`config.mk`:
```
export PLATFORM = sky130hd
export DESIGN_NAME = imem_loader
export DESIGN_NICKNAME = d
export VERILOG_FILES = /design/src/rtl/imem_loader_pkg.sv /design/src/rtl/imem_loader_byte_packer.sv /design/src/rtl/imem_loader.sv
export SDC_FILE = /design/constraint.sdc
export NUM_CORES = 1
export LEC_CHECK = 0
export ABC_AREA = 0
export BUFFER_PORTS_ARGS = -buffer_cell sky130_fd_sc_hd__buf_2
export CAP_MARGIN = 5
export CELL_PAD_IN_SITES_DETAIL_PLACEMENT = 0
export CELL_PAD_IN_SITES_GLOBAL_PLACEMENT = 2
export CORE_MARGIN = 5
export CORE_UTILIZATION = 35
export DETAILED_ROUTE_END_ITERATION = 16
export MAX_ROUTING_LAYER = met4
export PLACE_DENSITY_LB_ADDON = 0.08
export REMOVE_ABC_BUFFERS = 1
export SETUP_SLACK_MARGIN = 0.3
export SYNTH_ARGS = -nofsm -noshare
export SYNTH_HDL_FRONTEND = slang
export SYNTH_SLANG_ARGS = --single-unit
```
`constraint.sdc`:
```
create_clock -name clk -period 1.9 [get_ports clk]
set_input_delay 0.095 -clock clk [delete_from_list [all_inputs] [get_ports clk]]
set_output_delay 0.095 -clock clk [all_outputs]
set_load 0.005 [all_outputs]
```
`src/rtl/imem_loader_pkg.sv`:
```
// Shared definitions for the instruction-memory boot loader.
// The CHK state exists only when LOADER_CHECKSUM_EN is defined.
package imem_loader_pkg;

    localparam int WORD_BYTES = 4;
    localparam int HDR_W      = 32;

    typedef enum logic [2:0] {
        ST_HDR     = 3'd0,
        ST_LOAD    = 3'd1,
        ST_CHK     = 3'd2,
        ST_RELEASE = 3'd3,
        ST_RUN     = 3'd4,
        ST_ERR     = 3'd5
    } state_e;

endpackage

```
`src/rtl/imem_loader_byte_packer.sv`:
```
// Packs accepted stream bytes big-endian into 32-bit words.
// word_next_o/last_byte_o show the word completing this cycle; word_valid_o/word_o follow one cycle later.
module imem_loader_byte_packer
    import imem_loader_pkg::*;
(
    input  logic        clk,
    input  logic        rst_n,
    input  logic        byte_valid_i,
    input  logic [7:0]  byte_i,
    input  logic        emit_i,
    output logic        last_byte_o,
    output logic [31:0] word_next_o,
    output logic        word_valid_o,
    output logic [31:0] word_o
);

    localparam logic [1:0] LAST_IDX = 2'(WORD_BYTES - 1);

    logic [1:0]  cnt_q;
    logic [31:0] sr_q;
    logic        vld_q;

    assign last_byte_o  = byte_valid_i && (cnt_q == LAST_IDX);
    assign word_next_o  = {sr_q[23:0], byte_i};
    assign word_valid_o = vld_q;
    assign word_o       = sr_q;

    always_ff @(posedge clk or negedge rst_n) begin
        if (!rst_n) begin
            cnt_q <= 2'd0;
            sr_q  <= 32'd0;
            vld_q <= 1'b0;
        end else begin
            vld_q <= last_byte_o && emit_i;
            if (byte_valid_i) begin
                cnt_q <= cnt_q + 2'd1;
                sr_q  <= word_next_o;
            end
        end
    end

endmodule

```
`src/rtl/imem_loader.sv`:
```
// Boot-time instruction-memory writer: header word N, then N words, then releases the CPU.
// Define LOADER_CHECKSUM_EN to require a trailing checksum word before release.
//
// state   | meaning
// HDR     | collecting the 4-byte word count
// LOAD    | collecting program words, one write per word
// CHK     | collecting the checksum word (checksum build only)
// RELEASE | one-cycle settle, CPU still held
// RUN     | CPU released, load done
// ERR     | load failed, CPU held
module imem_loader #(
    parameter int ADDR_W = 8,
    parameter int DEPTH  = 256
) (
    input  logic              clk,
    input  logic              rst_n,
    input  logic              in_valid,
    input  logic [7:0]        in_data,
    output logic              in_ready,
    output logic              imem_we,
    output logic [ADDR_W-1:0] imem_addr,
    output logic [31:0]       imem_wdata,
    output logic              cpu_start_up,
    output logic              done,
    output logic              error,
    output logic [ADDR_W:0]   words_loaded
);
    import imem_loader_pkg::*;

    localparam logic [ADDR_W:0] ONE = (ADDR_W + 1)'(1);

    state_e            state_q, state_d;
    logic              rdy_q;
    logic [ADDR_W:0]   n_q;
    logic [ADDR_W:0]   cnt_q;
    logic              byte_fire;
    logic              last_byte;
    logic [HDR_W-1:0]  word_next;
    logic              word_valid;
    logic [31:0]       word;
`ifdef LOADER_CHECKSUM_EN
    logic [31:0]       sum_q;
`endif

    assign byte_fire = in_valid && in_ready;

    imem_loader_byte_packer u_packer (
        .clk          (clk),
        .rst_n        (rst_n),
        .byte_valid_i (byte_fire),
        .byte_i       (in_data),
        .emit_i       (state_q == ST_LOAD),
        .last_byte_o  (last_byte),
        .word_next_o  (word_next),
        .word_valid_o (word_valid),
        .word_o       (word)
    );

    always_comb begin
        state_d      = state_q;
        in_ready     = 1'b0;
        cpu_start_up = 1'b1;
        done         = 1'b0;
        error        = 1'b0;
        case (state_q)
            ST_HDR: begin
                in_ready = rdy_q;
                if (last_byte) begin
                    if (word_next == '0)
`ifdef LOADER_CHECKSUM_EN
                        state_d = ST_CHK;
`else
                        state_d = ST_RELEASE;
`endif
                    else if (word_next > 32'(DEPTH))
                        state_d = ST_ERR;
                    else
                        state_d = ST_LOAD;
                end
            end
            ST_LOAD: begin
                in_ready = rdy_q;
                if (word_valid && (cnt_q + ONE == n_q))
`ifdef LOADER_CHECKSUM_EN
                    state_d = ST_CHK;
`else
                    state_d = ST_RELEASE;
`endif
            end
`ifdef LOADER_CHECKSUM_EN
            ST_CHK: begin
                in_ready = rdy_q;
                if (last_byte)
                    state_d = (sum_q + word_next == 32'd0) ? ST_RELEASE : ST_ERR;
            end
`endif
            ST_RELEASE: state_d = ST_RUN;
            ST_RUN: begin
                cpu_start_up = 1'b0;
                done         = 1'b1;
            end
            ST_ERR: error = 1'b1;
            default: state_d = ST_ERR;
        endcase
    end

    // Header capture and per-word counting; the header word never produces word_valid.
    always_ff @(posedge clk or negedge rst_n) begin
        if (!rst_n) begin
            state_q <= ST_HDR;
            rdy_q   <= 1'b0;
            n_q     <= '0;
            cnt_q   <= '0;
`ifdef LOADER_CHECKSUM_EN
            sum_q   <= 32'd0;
`endif
        end else begin
            state_q <= state_d;
            rdy_q   <= 1'b1;
            if (state_q == ST_HDR && last_byte)
                n_q <= word_next[ADDR_W:0];
            if (word_valid)
                cnt_q <= cnt_q + ONE;
`ifdef LOADER_CHECKSUM_EN
            if (state_q == ST_HDR && last_byte)
                sum_q <= word_next;
            else if (word_valid)
                sum_q <= sum_q + word;
`endif
        end
    end

    assign imem_we      = word_valid;
    assign imem_addr    = cnt_q[ADDR_W-1:0];
    assign imem_wdata   = word;
    assign words_loaded = cnt_q;

endmodule

```
==> impl_metrics.json, run 1 <==
{
  "die_x_um": 96.8,
  "setup_violations": 0,
  "hold_viol_final": 0,
  "die_h_um": 96.8,
  "synthesis.area_um2": 2640,
  "routed_via_density": 4.86,
  "grtUsageTotal_pct": 14.2,
  "clkLatencyLatePin_ns": 0.33,
  "cts_buffer_depth": 2,
  "place.port_buffers": 64,
  "cpMaxStageDelayCell": "dfrtp_1",
  "syn_area_per_cell_um2": 12.9,
  "final-max-slew-violation-count": 0,
  "finClkSkew_ns": 0.00967,
  "route.vias.total": 1913,
  "fp.coreArea_um2": 7290,
  "slew-limit-headroom_pct": 55.2,
  "ys_seq_area_share_pct": 54.1,
  "yosys_warnings": 0,
  "syn_to_final_growth_pct": 31.3,
  "layout-drive-gt1-share_pct": 55.6,
  "drc": 0,
  "antenna_found_initial": 0,
  "synth.distinct_cells": 38,
  "utilization_pct": 47.5,
  "grt_pass1_wl_um": 10500,
  "overflow": 0,
  "finalCriticalPeriod_ns": 1.60,
  "antenna_left": 0,
  "end_kind": "flop",
  "clk_pin_slew_ns": 0.07,
  "rsz0062_at_grt": "yes",
  "pre_cts_slack_ns": 0.223,
  "tightest_slew_ns": 0.671,
  "wl_um": 6530,
  "io_pins": 65,
  "die-area_um2": 9380,
  "postLayoutSetupSlackWorst_ns": 0.305,
  "dpl.hpwl_um": 4460,
  "worstPathRequired_ns": 2.12,
  "p_leak_nw": 1.68,
  "final_common_cell": "buf_2",
  "gp_congestion": 0.821,
  "ir_worst_vdd_uv": 572,
  "clockRootBuffer": "clkbuf_8",
  "num_rows": 31,
  "cts_inserted_buffers": 9,
  "start_util_pct": 36.2,
  "first_pass_iters": 4,
  "netlist_instances": 205,
  "clock_sinks": 57,
  "antenna_cells": 0,
  "status": "finished clean",
  "nNetsFinal": 303,
  "max_cap_viol_count": 0,
  "power_mw": 4.76,
  "worstPathArrival_ns": 1.81,
  "ys_seq_elements": 57,
  "final_cell_mix": "buf_2 (64), dfrtp_1 (54), mux2_2 (38)",
  "hold_class": "in2reg",
  "crit_path_start_kind": "flop",
  "crit_chain": "buf_6 > nand2_2 > xnor2_1 > a31o_1 > a211o_1 > a32o_1",
  "worstPathMaxFanout": 4,
  "first_global_vias": 2014,
  "max_stage_delay_ns": 0.42,
  "holdWs_ns": 0.0192,
  "period_share_pct": 83.9,
  "max_freq_mhz": 627,
  "grt_max_degree": 30,
  "powerDensity_nw_per_um2": 1370,
  "htree_num_levels": 3,
  "critical_path_class": "reg2reg",
  "routedWlPerCell_um": 16.6,
  "initialDrtViolationCount": 49,
  "cts_tree": "yes",
  "finalSetupTns_ns": 0
}
==> kinds of logic after synthesis <==
logic type      synth area share (%)
compound gates                  3.70
xor+xnor                        6.97
fa+ha+maj                      0.948
buf+inv                         5.12
flops                           54.1
mux                             18.3
other cells                    0.142
simple gates                    10.7
==> through the flow <==
stage               instance area, µm²  cells
floorplan                         2510    188
global placement                  3060    365
detailed placement                3060    365
CTS                               3330    386
global route                      3470    394
finish                            3470    394
==> layout make-up <==
type | count | area [µm²]
inverter | 3 | 11.3
sequential | 57 | 1430
clock inverter | 5 | 55.1
timing repair buffer | 90 | 533
clock buffer | 11 | 141
tap | 99 | 124
multi-input combinational | 129 | 1170
fill | 704 | 3830
==> registers in the layout (all words and copies together), names as in the netlist <==
| name | flops |
|---|---|
| u_packer.word_o | 32 |
| rdy_q | 1 |
| words_loaded | 9 |
| u_packer.word_valid_o | 1 |
| n_q | 9 |
| state_q | 3 |
| u_packer.cnt_q | 2 |
==> per-layer routing <==
metal / GRT usage (%) / vias up / routed length, µm
li1: - / 900 / -
met3: 3.38 / 7 / 216
met1: 19.0 / 967 / 3300
met2: 20.9 / 39 / 2940
met4: 5.18 / 0 / 70
met5: - / - / 0
==> final timing paths <==
check                                  startpoint             endpoint  slack [ns]  depth (start not counted)
max in group asynchronous                   rst_n  u_packer.word_o[20]        0.90                          3
worst max-delay path              words_loaded[0]           state_q[1]        0.30                          6
worst min-delay path                   in_data[1]               n_q[1]        0.02                          2
worst max register to register    words_loaded[0]           state_q[1]        0.30                          6
worst min register to register  u_packer.cnt_q[0]    u_packer.cnt_q[0]        0.48                          1
min in group asynchronous                   rst_n      words_loaded[7]        0.34                          2
==> report_power, final <==
part,internal (mW),leakage [nW],switching [mW],total (mW)
Combinational,0.876,0.869,0.599,1.48
Clock,0.637,0.0953,0.503,1.14
Sequential,1.68,0.718,0.470,2.15
Total,3.19,1.68,1.57,4.76
==> synthesized netlist by cell type <==
master	instances	area share, %
mux2_2	38	16
nor2_2	1	0.24
xor2_1	10	3.3
and3_4	1	0.43
a31o_1	1	0.33
mux2_1	5	2.1
a21oi_1	1	0.19
a2111oi_1	1	0.38
o22ai_1	2	0.47
buf_12	1	0.76
and2_2	1	0.28
nor2_1	5	0.71
nand2_1	10	1.4
ha_1	2	0.95
nor3_1	4	0.76
a2111oi_0	1	0.33
a221oi_1	1	0.33
dfrtp_1	57	54
nor4_1	9	2.1
buf_2	5	0.95
nand4_4	1	0.81
a32o_1	1	0.38
nor4b_1	1	0.33
a311oi_1	1	0.33
a31oi_1	1	0.24
buf_4	8	2.3
conb_1	1	0.14
buf_6	1	0.43
and4_2	1	0.38
xnor2_1	11	3.7
a211o_1	1	0.33
nor3b_1	2	0.57
nand3_1	4	0.76
clkbuf_1	2	0.28
inv_1	3	0.43
o21ai_0	2	0.38
and3_1	2	0.47
nand4_1	6	1.4
==> worst max-delay path, delay by kind of cell, from the launching register on <==
family / cells / cell delay (ns)
AO/OA/AOI/OAI: 3 / 0.73
XOR/XNOR: 1 / 0.12
buffers and inverters: 1 / 0.15
flip-flops: 1 / 0.42
AND/OR/NAND/NOR: 1 / 0.06
==> repair_timing <==
item / 4_1_cts / 5_1_grt
endpoints found under the hold margin: 26 / 0
pin swaps: 3 / 5
gates resized for setup: 7 / 18
setup buffers: 4 / 7
hold buffers: 1 / 0
cloned: 0 / 1
setup endpoints to repair: 7 / 39
Note: power is estimated with default switching activity, not from simulation.
==> run 2: changes to the inputs <==
Settings changed: CORE_UTILIZATION 35 to 31.
Clock period 1.9 ns to 1.3 ns, I/O delays scaled along.
==> run 2 against run 1 <==
The flow now finishes with violations (setup timing); maximum frequency is 1.1% lower; clock-buffer cell count is 1 lower; combinational power grew to 3.2 times the previous value; register-to-register slack worse by 0.62 ns; routed wire length is 19% higher; sequential cell count stayed put; sequential share of layout area is 11 points lower; global-route usage is 1.0 points higher; critical endpoint unchanged; largest cell class is now buffers; highest routed layer unchanged.
==> impl_metrics.json, run 2 (synthesized netlist as in run 1, its figures left out) <==
{
  "placed_cell_area_um2": 3430,
  "antenna_found_initial": 0,
  "largest_reg_flops": 32,
  "clockRootBuffer": "clkbuf_8",
  "syn_to_final_growth_pct": 79.9,
  "grt_pass1_wl_um": 11700,
  "antenna_left": 0,
  "nNetsFinal": 371,
  "failed_checks": "setup timing",
  "use_met3_pct": 4.16,
  "first_global_vias": 2273,
  "htree_num_levels": 3,
  "max_freq_mhz": 620,
  "postLayoutSetupSlackWorst_ns": -0.312,
  "die_h_um": 102,
  "hold_class": "in2reg",
  "grt_use_met1_pct": 21.3,
  "clk_pin_slew_ns": 0.06,
  "worstPathMaxFanout": 3,
  "first_pass_iters": 4,
  "clkLatencyLatePin_ns": 0.33,
  "ir_worst_vdd_uv": 1080,
  "antenna_cells": 0,
  "die-area_um2": 10500,
  "worstPathRequired_ns": 1.52,
  "hold_viol_final": 0,
  "top_usage_layer": "met2",
  "finalSetupTns_ns": -10.21,
  "drc": 0,
  "r2r_slack_ns": -0.31,
  "cts_inserted_buffers": 9,
  "rsz0062_at_grt": "yes",
  "die_x_um": 102,
  "finalCriticalPeriod_ns": 1.61,
  "initialDrtViolationCount": 32,
  "start_util_pct": 32.0,
  "final_common_cell": "buf_6",
  "fp.coreArea_um2": 8260,
  "final-max-slew-violation-count": 0,
  "wl_um": 7740,
  "end_kind": "flop",
  "status": "finished with violations",
  "holdWs_ns": 0.0238,
  "crit_path_start_kind": "flop",
  "layout-drive-gt1-share_pct": 68.9,
  "powerDensity_nw_per_um2": 1960,
  "critical_path_class": "reg2reg",
  "cts_tree": "yes",
  "routedWlPerCell_um": 16.5,
  "dpl.hpwl_um": 4880,
  "period_share_pct": 124,
  "finClkSkew_ns": 0.00951,
  "max_cap_viol_count": 0,
  "gp_congestion": 0.707,
  "pre_cts_slack_ns": -0.348,
  "worstPathArrival_ns": 1.83,
  "io_pins": 65,
  "met2_usage_pct": 22.2,
  "clock_sinks": 57,
  "grtUsageTotal_pct": 15.2,
  "overflow": 0,
  "grt_max_degree": 58,
  "num_rows": 33,
  "place.port_buffers": 64,
  "routed_via_density": 4.63,
  "route.vias.total": 2169,
  "fin_area_um2": 4750,
  "utilization_pct": 57.5,
  "cts_buffer_depth": 2,
  "final_cell_mix": "buf_6 (88), dfrtp_1 (53), mux2_4 (39)",
  "p_leak_nw": 2.29,
  "setup_violations": 51
}
run 2: cell types whose count changed in the layout (fill, tap and decap cells not counted), moves of 3 or more:
cell	previous run	this run
buf_12	0	3
clkinvlp_4	2	5
mux2_2	38	4
buf_6	4	88
buf_4	21	37
buf_2	64	23
mux2_4	4	39
run 2: routing by layer:
metal	routed length [µm]	part of all wire, %	vias up
met1	3850	50	1072
met4	34	0.44	0
met2	3570	46	44
li1	-	-	1048
met5	0	0	-
met3	285	3.7	5
run 2: what timing repair did:
action,in CTS,in global routing
pin swaps,15,9
buffers inserted,15,16
gates cloned,2,2
resized for setup,139,34
hold buffers,2,0
hold endpoints to repair,58,0
endpoints found under the setup margin,99,99
run 2: final timing paths:
kind / startpoint / endpoint / cells after the start
worst max-delay path: state_q[2] / state_q[1] / 6
worst min-delay path: in_data[3] / u_packer.word_o[3] / 2
worst max register to register: state_q[2] / state_q[1] / 6
worst min register to register: u_packer.word_o[26] / u_packer.word_o[26] / 1
max in group asynchronous: rst_n / words_loaded[1] / 3
min in group asynchronous: rst_n / words_loaded[2] / 3
run 2: through the flow:
step	power, mW	instances
final	9.33	468
after global routing	9.89	468
after CTS	8.93	450
after detailed placement	5.83	415
after global placement	5.80	415
after floorplan	4.07	188
run 2: final cells by class:
type	instances	area, µm²
repair buffers	158	1580
well taps	105	131
clock inverters	6	43.8
fillers	741	3510
inverters	3	15.0
multi-input cells	129	1400
flip-flops and latches	57	1430
clock buffers	10	138
run 2: report_power, final:
group          internal, mW  switching (mW)  leakage [nW]  total [mW]
registers              2.45           0.595         0.715        3.05
logic                  3.19            1.60          1.49        4.80
clock network         0.741           0.744        0.0805        1.48
total                  6.39            2.94          2.29        9.33
run 2: critical path, cell delays in order (launching register included):
cell       delay, ns
dfrtp_1         0.41
nor2_4          0.06
and3_4          0.19
a2111oi_2       0.40
buf_4           0.19
a2111oi_2       0.04
a32o_1          0.20
==> run 3: changes to the inputs <==
Settings changed: CAP_MARGIN 5 to 25, CORE_UTILIZATION 31 to 32, SYNTH_HIERARCHICAL set to 1.
==> run 3 against run 2 <==
The run still ends with setup timing left; power decreased by 64%; sequential power decreased by 42%; clock power about the same; register-to-register slack got worse by 0.14 ns; global-route usage decreased by 0.79 points; synthesized area increased by 14%; final area increased by 1.2%; via count increased by 2.6%; routed wire length increased by 1.8%; clock skew about the same; core utilization decreased by 5.2 points; largest cell class unchanged; highest routed layer unchanged.
==> impl_metrics.json, run 3 <==
{
  "final_cell_mix": "buf_6 (90), dfrtp_1 (51), buf_4 (46)",
  "async_flop_share_pct": 100,
  "grt_pass1_wl_um": 12200,
  "nNetsFinal": 380,
  "swShare_pct": 24.1,
  "final_common_cell": "buf_6",
  "place.port_buffers": 64,
  "gp_congestion": 0.724,
  "cts_inserted_buffers": 9,
  "critical_path_class": "reg2reg",
  "syn_to_final_growth_pct": 59.8,
  "hold_viol_final": 0,
  "max_freq_mhz": 572,
  "crit_chain": "nor2_2 > and3_4 > and2_4 > nand2b_4 > nor3_4 > buf_6 > mux2_2",
  "setup_violations": 51,
  "layout-drive-gt1-share_pct": 70.4,
  "antenna_left": 0,
  "routed_via_density": 4.62,
  "synth_ff_type": "dfrtp_1",
  "worstPathArrival_ns": 1.96,
  "die-area_um2": 11400,
  "first_global_vias": 2337,
  "clkPwrFrac_pct": 44.1,
  "dpl.hpwl_um": 5200,
  "status": "finished with violations",
  "layout.cells.non_filler": 482,
  "powerDensity_nw_per_um2": 695,
  "cpMaxStageDelayCell": "dfrtp_1",
  "num_rows": 35,
  "clock_sinks": 57,
  "crit_path_start_kind": "flop",
  "largest_reg_flops": 32,
  "synth_adder_area_share_pct": 0.832,
  "dp_cells": 423,
  "utilization_pct": 52.2,
  "fp.coreArea_um2": 9200,
  "netlist_top_cells_area": "dfrtp_1 (47%), mux2_4 (13%), buf_4 (10%)",
  "wl_um": 7890,
  "nFillCells": 805,
  "htree_num_levels": 3,
  "yosys-top-cells-count": "dfrtp_1 (57), buf_4 (41), mux2_4 (27)",
  "overflow": 0,
  "period_share_pct": 134,
  "worstPathMaxFanout": 5,
  "holdWs_ns": 0.0255,
  "routedWlPerCell_um": 16.4,
  "cts_tree": "yes",
  "power_mw": 3.34,
  "yosys.area_share.simple_pct": 9.86,
  "synth_mux_area_share_pct": 19.5,
  "r2r_slack_ns": -0.45,
  "ir_worst_vdd_uv": 369,
  "start_util_pct": 32.7,
  "io_pins": 65,
  "die_x_um": 107,
  "synthXorXnorAreaFrac_pct": 6.12,
  "hold_class": "in2reg",
  "intPower_mw": 2.53,
  "synth_top_family_by_area": "multiplexers",
  "antenna_found_initial": 0,
  "grtUsageTotal_pct": 14.4,
  "p_leak_nw": 2.45,
  "synth.distinct_cells": 36,
  "placed_cell_area_um2": 3550,
  "synthesis.area_um2": 3010,
  "cp.buffers_inverters": 1,
  "netlist_instances": 238,
  "synth_edf_count": 0,
  "critPathTopFamily": "simple AND/OR/NAND/NOR gates",
  "worstPathRequired_ns": 1.51,
  "p_seq_share_pct": 53.2,
  "end_kind": "flop",
  "syn_area_per_cell_um2": 12.6,
  "clkLatencyLatePin_ns": 0.33,
  "finalCriticalPeriod_ns": 1.75,
  "rsz0062_at_grt": "yes",
  "die_h_um": 107,
  "ys_seq_area_share_pct": 47.4,
  "p_switching_uw": 804,
  "route.vias.total": 2225,
  "clk_pin_slew_ns": 0.07,
  "max_cap_viol_count": 0,
  "fin_area_um2": 4800,
  "grt_max_degree": 25,
  "initialDrtViolationCount": 47,
  "combinationalPowerShare_pct": 2.7,
  "drc": 0,
  "synth.largest_area_cell": "dfrtp_1",
  "yosys_warnings": 6,
  "final-max-slew-violation-count": 0,
  "yosysMostFrequentCell": "dfrtp_1",
  "finClkSkew_ns": 0.00933,
  "antenna_cells": 0,
  "clockRootBuffer": "clkbuf_8",
  "cts_buffer_depth": 2,
  "first_pass_iters": 4,
  "synth.top_cell.area_share_pct": 47.4,
  "max_stage_delay_ns": 0.40,
  "postLayoutSetupSlackWorst_ns": -0.448,
  "failed_checks": "setup timing",
  "ys_seq_elements": 57,
  "synth_compound_area_share_pct": 2.37
}
run 3: cell count changes in the layout (fill, tap and decap cells not counted), moves of 3 or more:
cell,delta
and2_4,+3
buf_4,+9
mux2_2,+4
mux2_4,-4
nand2_1,-4
run 3: path summary, 6_finish.rpt:
path	start	end	cells after the start
setup / recovery	state_q[1]	n_q[1]	7
hold / removal	in_data[0]	n_q[0]	2
setup reg to reg	state_q[1]	n_q[1]	7
hold reg to reg	u_packer/word_o[29]	u_packer/word_o[29]	1
max in group asynchronous	rst_n	u_packer/word_o[0]	3
min in group asynchronous	rst_n	u_packer/cnt_q[0]	2
run 3: worst reg2reg max path, stage by stage, from the launching register on:
cell	delay [ns]
dfrtp_1	0.40
nor2_2	0.16
and3_4	0.21
and2_4	0.15
nand2b_4	0.06
nor3_4	0.17
buf_6	0.16
mux2_2	0.33
run 3: layout make-up:
cell class	count	area (µm²)	area share, %
clock inverters	5	32.5	0.677
well taps	111	139	2.89
repair buffers	168	1680	34.9
multi-input cells	128	1370	28.6
flip-flops and latches	57	1430	29.8
clock buffers	10	138	2.86
inverters	3	11.3	0.234
run 3: what timing repair did:
item                                   CTS  global route
hold buffers                             2             0
gates resized for setup                123            25
setup endpoints to repair               99           101
pin swaps                               12            10
endpoints found under the hold margin   16             0
gates cloned                             4             0
setup buffers                           24            14
run 3: kinds of logic (layout without fill, tap and decap cells):
family,Yosys count,after routing
flops,57,57
buf+inv,53,186
simple gates,52,52
mux,43,43
xor+xnor,21,21
compound gates,9,9
fa+ha+maj,2,2
other cells,1,1
run 3: metal layers:
layer | routed length, µm | up-vias | part of all wire, % | global-route usage (%)
met1 | 3500 | 1110 | 44 | 16.9
met4 | 78 | 0 | 0.99 | 4.02
met3 | 275 | 7 | 3.5 | 3.85
met2 | 4040 | 52 | 51 | 24.4
met5 | 0 | - | 0 | -
li1 | - | 1056 | - | -
run 3: power groups by stage:
stage | Sequential [mW] | Clock [mW] | Combinational [mW]
after CTS | 1.78 | 1.51 | 0.0960
final | 1.78 | 1.47 | 0.0913
after detailed placement | 1.81 | 0 | 0.0905
after global routing | 1.77 | 1.61 | 0.104
after floorplan | 1.81 | 0 | 0.00227
after global placement | 1.81 | 0 | 0.0901
run 3: stage by stage:
| stage | TNS (ns) | worst slack [ns] |
|---|---|---|
| 4_1_cts | -11.44 | -0.391 |
| 3_5_place_dp | -11.13 | -0.432 |
| 3_3_place_gp | -10.69 | -0.409 |
| 2_1_floorplan | -56.14 | -1.83 |
| 5_1_grt | -16.60 | -0.486 |
| 6_report | -14.73 | -0.448 |
